==> config.mk <==
export PLATFORM = sky130hd
export DESIGN_NAME = proc_result_buffer
export DESIGN_NICKNAME = d
export VERILOG_FILES = /design/src/rtl/proc_result_buf_pkg.sv /design/src/rtl/result_sync_fifo.sv /design/src/rtl/proc_result_buffer.sv
export SDC_FILE = /design/constraint.sdc
export NUM_CORES = 1
export LEC_CHECK = 0
export CELL_PAD_IN_SITES_DETAIL_PLACEMENT = 1
export CELL_PAD_IN_SITES_GLOBAL_PLACEMENT = 2
export CORE_MARGIN = 1.5
export CORE_UTILIZATION = 41
export DETAILED_ROUTE_END_ITERATION = 7
export PLACE_DENSITY = 0.88
export SLEW_MARGIN = 20
export SYNTH_ARGS = -nofsm -noshare
export SYNTH_HDL_FRONTEND = slang
export SYNTH_HIERARCHICAL = 1
export SYNTH_SLANG_ARGS = --single-unit
==> constraint.sdc <==
create_clock -name clk -period 4.7 [get_ports clk]
set_input_delay 0.94 -clock clk [delete_from_list [all_inputs] [get_ports clk]]
set_output_delay 0.94 -clock clk [all_outputs]
set_load 0.005 [all_outputs]
==> src/rtl/proc_result_buf_pkg.sv <==
// Shared definitions for the processed-pixel result buffer.
// Holds the capture FSM state encoding, MMIO word offsets and field bit positions.
// Optional irq feature is controlled by PROC_RESULT_BUF_IRQ_EN in the top module.
package proc_result_buf_pkg;

    typedef enum logic [1:0] {
        ST_IDLE    = 2'd0,
        ST_CAPTURE = 2'd1,
        ST_DONE    = 2'd2
    } state_e;

    // Word offsets selected by mem_addr[3:2]
    localparam logic [1:0] WORD_DATA   = 2'd0;
    localparam logic [1:0] WORD_STATUS = 2'd1;
    localparam logic [1:0] WORD_CTRL   = 2'd2;
    localparam logic [1:0] WORD_COUNT  = 2'd3;

    // DATA fields
    localparam int DATA_STATUS_BIT   = 8;
    localparam int DATA_NONEMPTY_BIT = 9;

    // STATUS fields
    localparam int STATUS_EMPTY_BIT = 16;
    localparam int STATUS_FULL_BIT  = 17;
    localparam int STATUS_OVF_BIT   = 18;
    localparam int STATUS_STATE_LSB = 19;

    // CTRL fields
    localparam int CTRL_EN_BIT      = 0;
    localparam int CTRL_ONESHOT_BIT = 1;
    localparam int CTRL_CLR_BIT     = 2;
    localparam int CTRL_IRQEN_BIT   = 3;

    // COUNT fields
    localparam int COUNT_FRAME_LSB = 16;

endpackage

==> src/rtl/result_sync_fifo.sv <==
// Small synchronous FIFO holding {status, pixel} entries for the result buffer.
// Latency: a push is visible at head/count the cycle after it is presented.
// Push while full is only accepted together with a pop; synchronous clear empties it.
module result_sync_fifo #(
    parameter int DEPTH = 16,
    parameter int WIDTH = 9
) (
    input  logic                       clk,
    input  logic                       rst,
    input  logic                       clr_i,
    input  logic                       push_i,
    input  logic [WIDTH-1:0]           wdata_i,
    input  logic                       pop_i,
    output logic [WIDTH-1:0]           head_o,
    output logic [$clog2(DEPTH):0]     count_o,
    output logic                       full_o,
    output logic                       empty_o
);
    localparam int AW = $clog2(DEPTH);
    localparam int CW = AW + 1;

    logic [WIDTH-1:0] mem_q [DEPTH];
    logic [AW-1:0]    wr_ptr_q, wr_ptr_d;
    logic [AW-1:0]    rd_ptr_q, rd_ptr_d;
    logic [CW-1:0]    count_q, count_d;
    logic             do_push, do_pop;

    assign full_o  = (count_q == CW'(DEPTH));
    assign empty_o = (count_q == '0);
    assign head_o  = mem_q[rd_ptr_q];
    assign count_o = count_q;

    // A pop on a full FIFO frees the slot the same-cycle push lands in
    assign do_pop  = pop_i && !empty_o;
    assign do_push = push_i && (!full_o || pop_i);

    // Next pointer/occupancy; clear overrides any traffic
    always_comb begin
        wr_ptr_d = wr_ptr_q;
        rd_ptr_d = rd_ptr_q;
        count_d  = count_q;
        if (clr_i) begin
            wr_ptr_d = '0;
            rd_ptr_d = '0;
            count_d  = '0;
        end else begin
            if (do_push) wr_ptr_d = wr_ptr_q + AW'(1);
            if (do_pop)  rd_ptr_d = rd_ptr_q + AW'(1);
            if (do_push && !do_pop)      count_d = count_q + CW'(1);
            else if (do_pop && !do_push) count_d = count_q - CW'(1);
        end
    end

    // Pointer and occupancy registers
    always_ff @(posedge clk or posedge rst) begin
        if (rst) begin
            wr_ptr_q <= '0;
            rd_ptr_q <= '0;
            count_q  <= '0;
        end else begin
            wr_ptr_q <= wr_ptr_d;
            rd_ptr_q <= rd_ptr_d;
            count_q  <= count_d;
        end
    end

    // Storage array, no reset needed since empty masks the head
    always_ff @(posedge clk) begin
        if (do_push && !clr_i) mem_q[wr_ptr_q] <= wdata_i;
    end

endmodule

==> src/rtl/proc_result_buffer.sv <==
// Captures processed pixels into a FIFO drained by the CPU through a 4-word MMIO window.
// Latency: pixel valid in cycle N is visible at DATA/count in N+1; reads are combinational.
// No upstream backpressure: pixels arriving while full are dropped and counted.
// Optional level/done interrupt enabled by defining PROC_RESULT_BUF_IRQ_EN.
module proc_result_buffer
    import proc_result_buf_pkg::*;
#(
    parameter int DEPTH        = 16,
    parameter int FRAME_PIXELS = 1024,
    parameter int IRQ_LEVEL    = 8
) (
    input  logic        clk,
    input  logic        rst,
    input  logic [7:0]  pix_in,
    input  logic        pix_valid,
    input  logic        pix_status,
    input  logic        mem_sel,
    input  logic [3:0]  mem_addr,
    input  logic [31:0] mem_wdata,
    input  logic [3:0]  mem_wstrb,
    output logic [31:0] mem_rdata,
    output logic        irq
);
    localparam int CW = $clog2(DEPTH) + 1;

    state_e        state_q, state_d;
    logic          enable_q, enable_d;
    logic          oneshot_q, oneshot_d;
    logic          ovf_q, ovf_d;
    logic [15:0]   drop_q, drop_d;
    logic [15:0]   frame_q, frame_d;
    logic          irq_en;

    logic [8:0]    fifo_head;
    logic [CW-1:0] fifo_count;
    logic          fifo_full, fifo_empty;

    logic [1:0]    word;
    logic          wr_en, rd_en, ctrl_wr, clr, pop, capture, push, drop, frame_last;
    logic          unused_ok;

    assign word       = mem_addr[3:2];
    assign wr_en      = mem_sel && (mem_wstrb != 4'h0);
    assign rd_en      = mem_sel && (mem_wstrb == 4'h0);
    assign ctrl_wr    = wr_en && (word == WORD_CTRL);
    assign clr        = ctrl_wr && mem_wdata[CTRL_CLR_BIT];
    assign pop        = rd_en && (word == WORD_DATA) && !fifo_empty;
    assign capture    = (state_q == ST_CAPTURE) && pix_valid && !clr;
    assign push       = capture && (!fifo_full || pop);
    assign drop       = capture && fifo_full && !pop;
    assign frame_last = (frame_q == 16'(FRAME_PIXELS - 1));
    assign unused_ok  = ^{mem_addr[1:0], mem_wdata[31:3]};

    result_sync_fifo #(.DEPTH(DEPTH), .WIDTH(9)) u_fifo (
        .clk     (clk),
        .rst     (rst),
        .clr_i   (clr),
        .push_i  (push),
        .wdata_i ({pix_status, pix_in}),
        .pop_i   (pop),
        .head_o  (fifo_head),
        .count_o (fifo_count),
        .full_o  (fifo_full),
        .empty_o (fifo_empty)
    );

    // Capture FSM next state plus control, counter and overflow updates
    always_comb begin
        state_d   = state_q;
        enable_d  = enable_q;
        oneshot_d = oneshot_q;
        ovf_d     = ovf_q;
        drop_d    = drop_q;
        frame_d   = frame_q;
        case (state_q)
            ST_IDLE:    if (enable_q) state_d = ST_CAPTURE;
            ST_CAPTURE: begin
                if (!enable_q)                             state_d = ST_IDLE;
                else if (capture && frame_last && oneshot_q) state_d = ST_DONE;
            end
            ST_DONE:    if (!enable_q) state_d = ST_IDLE;
            default:    state_d = ST_IDLE;
        endcase
        if (capture) frame_d = frame_last ? 16'd0 : frame_q + 16'd1;
        if (drop) begin
            ovf_d = 1'b1;
            if (drop_q != 16'hFFFF) drop_d = drop_q + 16'd1;
        end
        if (ctrl_wr) begin
            enable_d  = mem_wdata[CTRL_EN_BIT];
            oneshot_d = mem_wdata[CTRL_ONESHOT_BIT];
        end
        if (clr) begin
            state_d = ST_IDLE;
            ovf_d   = 1'b0;
            drop_d  = 16'd0;
            frame_d = 16'd0;
        end
    end

    // State, control and counter registers
    always_ff @(posedge clk or posedge rst) begin
        if (rst) begin
            state_q   <= ST_IDLE;
            enable_q  <= 1'b0;
            oneshot_q <= 1'b0;
            ovf_q     <= 1'b0;
            drop_q    <= 16'd0;
            frame_q   <= 16'd0;
        end else begin
            state_q   <= state_d;
            enable_q  <= enable_d;
            oneshot_q <= oneshot_d;
            ovf_q     <= ovf_d;
            drop_q    <= drop_d;
            frame_q   <= frame_d;
        end
    end

`ifdef PROC_RESULT_BUF_IRQ_EN
    logic irq_en_q, irq_en_d, irq_q, irq_d;

    // Interrupt enable bit and registered level/done interrupt
    always_comb begin
        irq_en_d = ctrl_wr ? mem_wdata[CTRL_IRQEN_BIT] : irq_en_q;
        irq_d    = irq_en_q && ((int'(fifo_count) >= IRQ_LEVEL) || (state_q == ST_DONE));
    end

    // Interrupt registers
    always_ff @(posedge clk or posedge rst) begin
        if (rst) begin
            irq_en_q <= 1'b0;
            irq_q    <= 1'b0;
        end else begin
            irq_en_q <= irq_en_d;
            irq_q    <= irq_d;
        end
    end

    assign irq_en = irq_en_q;
    assign irq    = irq_q;
`else
    assign irq_en = 1'b0;
    assign irq    = 1'b0;
`endif

    // Combinational MMIO read mux; zero when not selected
    always_comb begin
        mem_rdata = 32'd0;
        if (mem_sel) begin
            case (word)
                WORD_DATA: if (!fifo_empty) begin
                    mem_rdata[7:0]               = fifo_head[7:0];
                    mem_rdata[DATA_STATUS_BIT]   = fifo_head[8];
                    mem_rdata[DATA_NONEMPTY_BIT] = 1'b1;
                end
                WORD_STATUS: begin
                    mem_rdata[15:0]                  = 16'(fifo_count);
                    mem_rdata[STATUS_EMPTY_BIT]      = fifo_empty;
                    mem_rdata[STATUS_FULL_BIT]       = fifo_full;
                    mem_rdata[STATUS_OVF_BIT]        = ovf_q;
                    mem_rdata[STATUS_STATE_LSB +: 2] = state_q;
                end
                WORD_CTRL: begin
                    mem_rdata[CTRL_EN_BIT]      = enable_q;
                    mem_rdata[CTRL_ONESHOT_BIT] = oneshot_q;
                    mem_rdata[CTRL_IRQEN_BIT]   = irq_en;
                end
                default: begin
                    mem_rdata[15:0]                 = drop_q;
                    mem_rdata[COUNT_FRAME_LSB +: 16] = frame_q;
                end
            endcase
        end
    end

endmodule
* After elaboration in Yosys (flattened, before gate mapping)
Memory sizes are Yosys's and may differ from the RTL's.
Index checks and enable logic that the tools add are counted.
** Cells by class
- $add $sub $neg :: 6
- Equality and inequality tests :: 10
- Muxes and demuxes :: 31
- Reduce and logical (&&, ||, !) cells :: 40
** Operator list (count)
- 16-bit two-way mux :: 6
- 16-bit by 1-bit adder with 16-bit output, second input constant :: 2
- 32-bit two-way mux :: 1
- 11-bit one-hot mux with 2 select lines :: 1
- 1-bit logical AND :: 18
- 6-bit one-hot mux with 3 select lines :: 1
- 16-bit by 10-bit == test with 1-bit output, second input constant :: 1
- 4-bit two-way mux :: 4
- 16-bit != test, second input constant :: 1
- 5-bit two-way mux :: 3
- 2-bit one-hot mux with 3 select lines :: 2
- 11-bit two-way mux :: 1
- 10-bit two-way mux :: 1
- 2-bit two-way mux :: 5
- 2-bit nonzero test :: 5
- 4-bit by 1-bit adder with 4-bit output, second input constant :: 2
- 1-bit zero test :: 6
- 3-bit by 2-bit != test with 1-bit output, second input constant :: 2
- 1-bit one-hot mux with 3 select lines :: 2
- 5-bit by 1-bit adder with 5-bit output, second input constant :: 1
- 5-bit == test, second input constant :: 1
- 5-bit zero test :: 1
- 5-bit by 1-bit subtractor with 5-bit output, second input constant :: 1
- 2-bit by 1-bit == test with 1-bit output, second input constant :: 2
- 12 further kinds :: 17
** Word-level totals
- Flip-flop bits (word level) :: 50
- Bits in writable memories :: 144
- Bits of input ports :: 53
- Logic and storage cells :: 97
- Memories kept :: 1
** Memory list
- u_fifo.mem_q :: depth 16, width 9, rd ports 1, clocked after memory_dff 0, wr ports 1, RTL line result_sync_fifo.sv:22 : logic [WIDTH-1:0] mem_q [DEPTH];

* Longest topological paths before layout
- Word-level depth :: 13
- Mapped depth :: 17
- Gate-level depth less buffers :: 14

* Cells and area by module
Netlist, hierarchy kept.
** By module, submodules not included
- result_sync_fifo :: instances 1, cells an instance 338, area each 6409.9 um^2, seq. area each 4649.5 um^2
- proc_result_buffer :: instances 1, cells an instance 305, area each 2621.3 um^2, seq. area each 925.9 um^2

* Worst setup path before layout
No wires, ideal clock.
- Path kind :: input to register
- From :: input port mem_wstrb[1]
- To :: memory u_fifo.mem_q[10][0] (enable)
- Library setup time :: 0.389 ns
- Arrival :: 3.619 ns
- Data required time :: 4.311 ns
- Path slack :: 0.692 ns
- Stages on the path :: 9
- Buffers on the path :: 3
- Cells stage by stage :: or4_1 > clkbuf_1 > nand3_2 > buf_2 > and3_1 > buf_2 > o21ai_4 > or3b_2 > nor3b_1
** On the way
- Word-level cells in the longest chain between the ends :: 11
- Elaborated cells between the ends (all ways) :: 16
** RTL lines
- from (decl) :: RTL line proc_result_buffer.sv:20 : input logic [3:0] mem_wstrb,
- 4-bit nonzero test :: RTL line proc_result_buffer.sv:43 : assign wr_en = mem_sel && (mem_wstrb != 4'h0);
- 1-bit logical AND :: RTL line proc_result_buffer.sv:43
- 1-bit logical AND :: RTL line proc_result_buffer.sv:45 : assign ctrl_wr = wr_en && (word == WORD_CTRL);
- 1-bit logical AND :: RTL line proc_result_buffer.sv:46 : assign clr = ctrl_wr && mem_wdata[CTRL_CLR_BIT];
- 1-bit zero test :: RTL line proc_result_buffer.sv:48 : assign capture = (state_q == ST_CAPTURE) && pix_valid && !clr;
- 1-bit logical AND :: RTL line proc_result_buffer.sv:48
- 1-bit logical AND * :: RTL line proc_result_buffer.sv:49 : assign push = capture && (!fifo_full || pop);
- named net push :: RTL line proc_result_buffer.sv:39 : logic wr_en, rd_en, ctrl_wr, clr, pop, capture, push, drop, frame_last;
- 1-bit logical AND * :: RTL line result_sync_fifo.sv:35 : assign do_push = push_i && (!full_o || pop_i);
- 1-bit logical AND * :: RTL line result_sync_fifo.sv:69 : if (do_push && !clr_i) mem_q[wr_ptr_q] <= wdata_i;
- 1-bit two-way mux * :: RTL line result_sync_fifo.sv:69
- 1-bit two-way mux (implied by the code) * :: RTL line result_sync_fifo.sv:69
- to (decl) :: RTL line result_sync_fifo.sv:22
Mark *: on every way through the listed nets, which the timed path passes. The rest lies on a longest branch.

* Worst setup path in the final report
- From :: register u_fifo.rd_ptr_q[0]
- To :: output port mem_rdata[3]
** On the way
- Word-level cells in the longest chain between the ends :: 4
** RTL lines
- from (decl) :: RTL line result_sync_fifo.sv:24 : logic [AW-1:0] rd_ptr_q, rd_ptr_d;
- from (signal assigned) :: RTL line result_sync_fifo.sv:62 : rd_ptr_q <= rd_ptr_d;
- memory 16 x 9 bit
- named net fifo_head[3] :: RTL line proc_result_buffer.sv:34 : logic [8:0] fifo_head;
- 10-bit two-way mux :: RTL line proc_result_buffer.sv:152 : WORD_DATA: if (!fifo_empty) begin
- 1-bit one-hot mux with 3 select lines :: RTL line proc_result_buffer.sv:151 : case (word)
- 32-bit two-way mux :: RTL line proc_result_buffer.sv:150 : if (mem_sel) begin
- to (decl) :: RTL line proc_result_buffer.sv:21 : output logic [31:0] mem_rdata,
The timed path passes the listed nets, and every way through them passes these cells.

==> summary.txt <==
Yosys
  • Post-Syn Nets: 709
  • Top cell type by total area after synthesis: edfxtp_1
  • Area share of the largest cell type after synthesis: 47.88%
  • Syn Area/Cell: 14.05 µm²
  • Syn Inst Count: 643
  • Post-synthesis async set-or-reset flop share: 25.77%
  • Yosys cell types: 66
  • Main synth FF type: edfxtp_1
  • Synth top area cells: edfxtp_1 48%, dfrtp_1 14%, mux4_2 9.0%
  • Number of synthesis warnings: 6
  • Register area share after synthesis: 61.73%
  • Area of the mapped netlist: 9031 µm²
  • Yosys reg bits: 194
  • EDFF count, synth: 144

Critical path
  • Cell Chain, Critical Path: buf_4 > mux4_2 > a22oi_1 > nand2_1 > a31oi_1 > nor2_1 > clkdlybuf4s50_1
  • RR Startpoint: u_fifo/count_o[0]
  • CP Launch Type: register
  • Setup slack, reg-to-reg: 760 ps
  • Worst path max stage delay: 770 ps
  • R2R depth: 14
  • Req. time, crit path: 3760 ps
  • Worst EP arrival: 3290 ps
  • Reg2reg end: u_fifo/count_o[4]
  • Worst setup EP type: primary output
  • Critical path class: register to primary output
  • Critical path's slowest cell: dfrtp_2
  • Worst Setup SP: u_fifo/rd_ptr_q[0]
  • CP Max Fanout: 19

Placed design
  • Detail Placement HPWL: 15.21 mm
  • # port buffers: 53
  • Dpl cells: 970
  • Post-DP Area: 9933 µm²
  • Gpl congestion: 0.8218

Global route
  • GR Util All Layers: 20.89%
  • Largest net degree at the start of global routing: 43
  • Antenna violations before repair: 0
  • Vias in the first global route: 6089
  • First-pass GRT wire length: 35.02 mm
  • GRT Residual Overflow: 0

Clock tree
  • CTS tree: yes
  • Clock Latency Late Sink: 440 ps
  • CTS HTree Levels: 4
  • Clk buf depth: 2
  • TritonCTS Buffers: 17
  • Root buffer cell: clkbuf_16
  • Clock-pin slew of the registers on the worst-case setup and hold paths: 80 ps
  • Post-CTS Hold Buffers: 0
  • Clock Sinks: 194
  • Post-cts sizing count: 0
  • Post-CTS Setup Inserts: 0

Power and ir drop
  • Psw: 1248 µW
  • Peak VDD IR: 0.0002528 V
  • P_leak: 0.003749 µW
  • Clock network power share: 34.7%
  • Int Pwr: 3040 µW
  • Switching Fraction: 29.11%
  • Sequential share of power: 48.8%
  • Comb power frac: 16.5%
  • Pwr/cell area: 406.8 nW/µm²

Cells and area
  • Final Instance Count excl. Fillers: 1002
  • Commonest non-fill, non-tap cell in the layout: edfxtp_1
  • Multi-input logic area: 3168 µm²
  • Reg area: 5577 µm²
  • Final instance area: 10540 µm²
  • Synthesis-to-finish area growth: 16.71%
  • Most frequent cells in the layout: 144 x edfxtp_1, 53 x clkdlybuf4s50_1, 50 x nor2_1
  • Fill cells: 2156
  • Fin nets: 775
  • ANT cells: 0
  • Layout cells sized above 1: 17.17%

Floorplan
  • Die width: 151.4 µm
  • Core Area: 21690 µm²
  • # rows: 54
  • Die H: 151.4 µm
  • I/O pins: 86
  • Die Area: 22930 µm²
  • Initial Util: 41.64%

Drt
  • DRT Pass-1 Iters: 5
  • # DRC: 0
  • Routed vias: 5829
  • Avg WL per Cell: 22.57 µm
  • Iteration-0 DRC count of the detailed router: 336
  • Total routed wirelength: 22.62 mm
  • Number of vias per cell: 5.817
  • Antenna viol nets, final: 0

STA
  • Fin Hold WS: 503.4 ps
  • Period utilization: 90.01%
  • Setup TNS: 0 ps
  • Fin. max-slew vios: 0
  • Final setup fails: 0
  • Post-layout min period: 4231 ps
  • Final setup skew: 12.16 ps
  • Final hold vios: 0
  • FMAX: 0.2364 GHz
  • Worst Tran Pin Value: 874.6 ps
  • RSZ-0062 raised after global routing: no
  • Rel. slew slack: 41.69%

Worst hold path
  • Hold WC Path Type: register to register
  • Hold path depth: 1
  • Endpoint, Worst Hold: frame_q[5]
  • Hold Crit Start: frame_q[5]

Outcome
  • Status: finished clean

Flow run
  • Max-cap violations: 0
[layer usage]
layer	vias up	track usage, %	part of all wire, %
li1	2620	-	-
met1	3027	26.43	42
met2	146	35.43	51
met3	36	3.795	4.3
met4	0	8.447	2.5
met5	-	0	0
[flip-flops by register name, summed over array words and instances (netlist names)]
register         cells
u_fifo/mem_q       144
drop_q              16
frame_q             16
u_fifo/count_o       5
u_fifo/rd_ptr_q      4
u_fifo/wr_ptr_q      4
state_q              2
enable_q             1
oneshot_q            1
ovf_q                1
[logic make-up (layout without fill, tap and decap cells)]
kind of cell,Yosys count,in the layout,synth area share [%]
XOR/XNOR,14,14,1.358
adder cells (fa/ha/maj),13,13,1.884
AO/OA/AOI/OAI,90,90,7.246
other,1,1,0.04152
AND/OR/NAND/NOR,217,217,13.11
buffers and inverters,56,135,3.186
multiplexers,58,58,11.44
flip-flops,194,194,61.73
[metrics by stage]
stage,power [µW],setup slack (ps),utilization (%)
2_1_floorplan,2601,691.9,-
3_3_place_gp,2781,435.7,45.80
3_5_place_dp,2836,397.4,45.80
4_1_cts,4323,395.8,48.60
5_1_grt,4453,271.5,48.60
6_report,4288,469.4,48.60
[power groups by stage]
stage | Sequential [µW] | Combinational [µW] | Clock [µW]
2_1_floorplan | 2060 | 543 | 0
3_3_place_gp | 2120 | 666 | 0
3_5_place_dp | 2130 | 706 | 0
4_1_cts | 2090 | 715 | 1510
5_1_grt | 2110 | 776 | 1560
6_report | 2090 | 708 | 1490
[synth_stat cells, types with 4 or more instances]
| cell | n |
|---|---|
| o31ai_1 | 9 |
| and3_1 | 9 |
| buf_6 | 4 |
| and4_1 | 4 |
| a31oi_1 | 6 |
| nor2_1 | 50 |
| or4_1 | 10 |
| and2_1 | 21 |
| a22oi_1 | 18 |
| o21ai_0 | 10 |
| edfxtp_1 | 144 |
| nand3_1 | 20 |
| nor3_1 | 12 |
| or3_1 | 4 |
| a21oi_2 | 6 |
| xor2_1 | 11 |
| dfrtp_1 | 50 |
| buf_2 | 7 |
| ha_1 | 12 |
| a21oi_1 | 14 |
| a22o_1 | 4 |
| buf_4 | 6 |
| inv_1 | 17 |
| buf_1 | 7 |
| clkbuf_1 | 13 |
| nand2_1 | 41 |
| nand4_1 | 13 |
| mux2i_1 | 20 |
| nor4_1 | 9 |
| mux4_2 | 36 |
[worst max-delay path by stage]
stage	to	slack, ps	cells past startpoint
after CTS	mem_rdata[1]	400	7
after global routing	mem_rdata[1]	270	7
after floorplan	u_fifo/mem_q[10][0]	690	9
after global placement	u_fifo/count_o[4]	440	13
final	mem_rdata[3]	470	7
after detailed placement	u_fifo/count_o[4]	400	13
[worst max-delay path, delay by kind of cell (launching register included)]
family / cells / cell delay (ps)
AO/OA/AOI/OAI: 2 / 550
flip-flops: 1 / 770
multiplexers: 1 / 530
AND/OR/NAND/NOR: 2 / 240
buffers and inverters: 2 / 750
[final cells by class]
class | count | area share [%]
Clock buffer | 18 | 4.072
Clock inverter | 14 | 1.686
Inverter | 18 | 0.6410
Multi-Input combinational cell | 393 | 30.06
Sequential cell | 194 | 52.91
Tap cell | 280 | 3.324
Timing Repair Buffer | 85 | 7.312
Power figures use the tool's default switching activity.
